$ cat src/rtl/term_switch_matrix_cfg.sv
// Configurable top-edge terminating switch matrix: each northbound wire group is
// looped back southbound with index reversal, under a per-group runtime mode
// loaded through a serial shadow/active configuration chain.

// One wire group: reversal, capture register and mode select.
module term_switch_group #(
    parameter int unsigned W = 4
) (
    input  logic         clk,
    input  logic         rst_n,
    input  logic [1:0]   mode,
    input  logic [W-1:0] din,
    output logic [W-1:0] dout
);

    localparam logic [1:0] MODE_PASS   = 2'b00;
    localparam logic [1:0] MODE_REG    = 2'b01;
    localparam logic [1:0] MODE_ZERO   = 2'b10;
    localparam logic [1:0] MODE_FREEZE = 2'b11;

    logic [W-1:0] pipe;
    logic [W-1:0] rev_in;
    logic [W-1:0] rev_pipe;

    // Capture every cycle except in FREEZE, so REG never shows stale data.
    always_ff @(posedge clk) begin
        if (!rst_n) begin
            pipe <= '0;
        end else if (mode != MODE_FREEZE) begin
            pipe <= din;
        end
    end

    // Index reversal of the live input and of the captured value.
    always_comb begin
        rev_in   = '0;
        rev_pipe = '0;
        for (int unsigned i = 0; i < W; i++) begin
            rev_in[i]   = din[W-1-i];
            rev_pipe[i] = pipe[W-1-i];
        end
    end

    // Output select by mode.
    always_comb begin
        dout = rev_in;
        case (mode)
            MODE_PASS:   dout = rev_in;
            MODE_REG:    dout = rev_pipe;
            MODE_ZERO:   dout = '0;
            MODE_FREEZE: dout = rev_pipe;
            default:     dout = rev_in;
        endcase
    end

endmodule

// Top: config chain plus the five wire groups.
module term_switch_matrix_cfg #(
    parameter int unsigned W1   = 4,
    parameter int unsigned W2   = 8,
    parameter int unsigned W4   = 16,
    parameter int unsigned WNN4 = 16
) (
    input  logic            UserCLK,
    input  logic            RESETn,
    input  logic [W1-1:0]   N1END,
    input  logic [W2-1:0]   N2MID,
    input  logic [W2-1:0]   N2END,
    input  logic [W4-1:0]   N4END,
    input  logic [WNN4-1:0] NN4END,
    output logic [W1-1:0]   S1BEG,
    output logic [W2-1:0]   S2BEG,
    output logic [W2-1:0]   S2BEGb,
    output logic [W4-1:0]   S4BEG,
    output logic [WNN4-1:0] SS4BEG,
    input  logic            ConfigShiftEn,
    input  logic            ConfigShiftIn,
    input  logic            ConfigCommit,
    output logic            ConfigShiftOut,
    output logic [9:0]      ActiveMode
);

    localparam int unsigned NG    = 5;
    localparam int unsigned CFG_W = 2 * NG;

    logic [CFG_W-1:0] shadow;
    logic [CFG_W-1:0] active;

    // Shadow shift and commit; commit samples the pre-shift shadow.
    always_ff @(posedge UserCLK) begin
        if (!RESETn) begin
            shadow <= '0;
            active <= '0;
        end else begin
            if (ConfigCommit) begin
                active <= shadow;
            end
            if (ConfigShiftEn) begin
                shadow <= {ConfigShiftIn, shadow[CFG_W-1:1]};
            end
        end
    end

    assign ConfigShiftOut = shadow[0];
    assign ActiveMode     = active;

    term_switch_group #(.W(W1)) u_g0 (
        .clk(UserCLK), .rst_n(RESETn), .mode(active[1:0]), .din(N1END), .dout(S1BEG)
    );
    term_switch_group #(.W(W2)) u_g1 (
        .clk(UserCLK), .rst_n(RESETn), .mode(active[3:2]), .din(N2MID), .dout(S2BEG)
    );
    term_switch_group #(.W(W2)) u_g2 (
        .clk(UserCLK), .rst_n(RESETn), .mode(active[5:4]), .din(N2END), .dout(S2BEGb)
    );
    term_switch_group #(.W(W4)) u_g3 (
        .clk(UserCLK), .rst_n(RESETn), .mode(active[7:6]), .din(N4END), .dout(S4BEG)
    );
    term_switch_group #(.W(WNN4)) u_g4 (
        .clk(UserCLK), .rst_n(RESETn), .mode(active[9:8]), .din(NN4END), .dout(SS4BEG)
    );

endmodule

$ cat config.mk
export PLATFORM = sky130hd
export DESIGN_NAME = term_switch_matrix_cfg
export DESIGN_NICKNAME = d
export VERILOG_FILES = /design/src/rtl/term_switch_matrix_cfg.sv
export SDC_FILE = /design/constraint.sdc
export NUM_CORES = 1
export LEC_CHECK = 0
export CORE_MARGIN = 2
export CORE_UTILIZATION = 40
export CTS_BUF_LIST = sky130_fd_sc_hd__clkbuf_4 sky130_fd_sc_hd__clkbuf_8
export DETAILED_ROUTE_END_ITERATION = 10
export MAX_ROUTING_LAYER = met4
export PLACE_DENSITY = 0.67
export SETUP_SLACK_MARGIN = 0.5
export SLEW_MARGIN = 0
export SYNTH_ARGS = -nofsm -noshare
export SYNTH_HDL_FRONTEND = slang
export SYNTH_HIERARCHICAL = 1
export SYNTH_SLANG_ARGS = --single-unit
$ cat constraint.sdc
create_clock -name UserCLK -period 1.71 [get_ports UserCLK]
set_clock_uncertainty 0.1 [all_clocks]
set_input_delay 0.2565 -clock UserCLK [delete_from_list [all_inputs] [get_ports UserCLK]]
set_output_delay 0.2565 -clock UserCLK [all_outputs]
set_load 0.05 [all_outputs]
==> out/qor_table.md <==
| Result | This run | Unit |
|---|---|---|
| Top fanout value on the critical path | 13 | - |
| Average size of a mapped cell | 8.14 | um2 |
| Tcrit/Tclk final | 97.9 | % |
| Global-route usage over all layers | 23.6 | % |
| Chip height | 102 | um |
| Setup WS pre-CTS | 0.161 | ns |
| Portion of netlist area occupied by mux cells | 5.21 | % |
| Number of CTS-inserted buffers | 9 | - |
| Cell area after synthesis | 3840 | um2 |
| Peak Freq | 597 | MHz |
| Worst-Skew Late Latency | 0.33 | ns |
| Max-cap violations | 0 | - |
| Worst-margin pin slew | 0.520 | ns |
| Share of the synthesized netlist area taken by xor and xnor gates | 0 | % |
| Number of endpoints failing setup at the final stage | 0 | - |
| TritonCTS clock tree | built | - |
| Number of antenna repair diodes | 0 | - |
| Combinational family with the most area after synthesis | simple AND/OR/NAND/NOR gates | - |
| Slew Limit Fails | 0 | - |
| Startpoint type of the worst setup path | flop | - |
| Via density | 5.24 | - |
| Core outline area | 9280 | um2 |
| Leading cell type in the layout, fill and taps excluded | sky130_fd_sc_hd__nand2_1 | - |
| Antenna violations before repair | 0 | - |
| Simple-gate portion of the synthesized area | 31.4 | % |
| Post-DP HPWL | 6.62 | mm |
| Number of nets produced by synthesis | 529 | - |
| H-tree lvl count | 3 | - |
| Grt total ovfl | 0 | - |
| Pwr dens | 569 | nW/um2 |
| Count of antenna-violating nets left after detailed routing | 0 | - |
| Status | completed | - |
| Total clock sinks | 72 | - |
| Leakage power of the design | 2.88 | nW |
| Die X | 102 | um |
| Number of synthesized register bits | 72 | - |
| Unique masters post-synth | 17 | - |
| Data required time at the worst endpoint | 1.35 | ns |
| Area grow syn2layout | 93.2 | % |
| Routability congestion estimate from global placement | 0.766 | - |
| Hold Vio Cnt, Final | 0 | - |
| Routed vias | 3,965 | - |
| Nets | 679 | - |
| Total length of routed wires | 11.8 | mm |
| Number of top-level pins | 120 | - |
| Synthesis Warnings | 6 | - |
| Gate count after technology mapping | 472 | - |
| First-pass GRT wire length | 19.1 | mm |
| Sequential-to-total area share from yosys stat | 37.5 | % |
| Setup repair after global routing missed its margin | true | - |
| Period minus WS final | 1.67 | ns |
| Via count of the first global-routing pass | 4,023 | - |
| Arrival time at the worst endpoint | 1.32 | ns |
| Commonest non-fill, non-tap cells in the layout | sky130_fd_sc_hd__nand2_1, sky130_fd_sc_hd__buf_12, sky130_fd_sc_hd__dfxtp_1, sky130_fd_sc_hd__clkdlybuf4s50_1 | - |
| Sort of element at the end of the critical path | output pin | - |
| Initial DRC Count | 123 | - |
| Detailed-route wire length per cell | 15.5 | um |
| Adder and majority gate portion of the synthesized area | 0 | % |
| Clock-pin slew on the worst setup and hold paths | 0.07 | ns |
| Ratio of cells with drive above 1 in the final layout | 49.1 | % |
| Buffers added on ports | 119 | - |
| Library cell used as clock root buffer | sky130_fd_sc_hd__clkbuf_8 | - |
| Worst-case setup margin in the final layout | 0.0359 | ns |
| Dominant cell type by area after synthesis | sky130_fd_sc_hd__dfxtp_1 | - |
| Pin count of the biggest net entering global routing | 125 | - |
| Compound-Gate Fraction of Synth Area | 17.5 | % |
| Hold Path Class | primary input to flop | - |
| Maximum clock path buffer count | 2 | - |
| Area share of the largest cell type after synthesis | 37.5 | % |
| Remaining design rule violation count | 0 | - |
| Headroom to the max-slew limit | 65.4 | % |
| Total Die Area | 10,400 | um2 |
| Initial standard-cell utilization of the core | 41.4 | % |
| Max VDD drop | 0.000477 | V |
| Detailed Routing Iterations Pass 1 | 4 | - |
| # rows | 35 | - |
| Final sum of negative setup slack | 0 | ns |
| Class of the most critical setup path | flop to output pin | - |
| Top area cells in the synthesized netlist | sky130_fd_sc_hd__dfxtp_1, sky130_fd_sc_hd__nand2_1, sky130_fd_sc_hd__o21ai_2 | - |
| Cts hold-fix bufs | 0 | - |
-- state kept, by name, indices dropped and copies added, names as in the netlist --
signal,flops
u_g3/pipe,16
u_g4/pipe,16
ActiveMode,10
shadow,10
u_g1/pipe,8
u_g2/pipe,8
u_g0/pipe,4
-- cells by family after synthesis --
logic type,after synthesis
and+or+nand+nor,233
DFF,72
muxes,20
buffers and inverters,43
AOI/OAI and AO/OA,104
-- per-stage QoR --
stage / utilization (%) / hold slack (ns) / cell area, um2 / instances / power [mW]
floorplan: - / 0.289 / 4720 / 472 / 2.43
global placement: 68.8 / 0.346 / 6380 / 687 / 2.96
detailed placement: 68.8 / 0.353 / 6380 / 687 / 2.98
CTS: 78.6 / 0.265 / 7300 / 749 / 4.26
global route: 80.0 / 0.272 / 7420 / 756 / 4.40
finish: 80.0 / 0.278 / 7420 / 756 / 4.22
-- where the power goes --
part	internal, mW	total, mW	switching [mW]
Combinational	0.615	1.22	0.606
Sequential	1.73	1.78	0.0461
Clock	0.611	1.22	0.612
Total	2.96	4.22	1.26
-- synth_stat cells, drive strengths merged --
master / instances
o21ai: 104
and2: 5
dfxtp: 72
buf: 41
nand4: 52
nand2: 104
nand2b: 52
nor2b: 20
mux2i: 20
clkbuf: 2
-- critical path: stages, from the launching register on --
cell	delay, ns
sky130_fd_sc_hd__dfxtp_4	0.39
sky130_fd_sc_hd__buf_12	0.16
sky130_fd_sc_hd__nand2b_4	0.14
sky130_fd_sc_hd__o21ai_4	0.14
sky130_fd_sc_hd__buf_12	0.15
-- timing repair --
action | CTS | global route
gates resized for setup | 69 | 16
setup buffers | 44 | 6
gates cloned | 2 | 1
setup endpoints to repair | 111 | 88
pin swaps | 33 | 18
-- layout make-up --
class,count,area [um2]
clock inverters,4,18.8
well taps,129,161
clock buffers,12,159
multi-input cells,359,3070
flip-flops and latches,72,1480
fillers,606,1860
repair buffers,180,2530
-- layer usage --
metal	routed length (um)	vias up	global-route usage, %
li1	-	1936	-
met1	4920	1917	27.5
met2	6150	96	42.0
met3	499	16	3.56
met4	174	0	6.87
met5	0	-	-
-- final timing paths --
check                     start            end  slack [ns]  cells after the start
hold reg to reg   u_g3/pipe[11]  u_g3/pipe[11]        0.37                      2
hold / removal         N1END[0]   u_g0/pipe[0]        0.28                      3
setup / recovery  ActiveMode[8]      SS4BEG[3]        0.04                      4
setup reg to reg  ActiveMode[6]   u_g3/pipe[2]        0.53                      3
(Power assumes the default switching activity.)
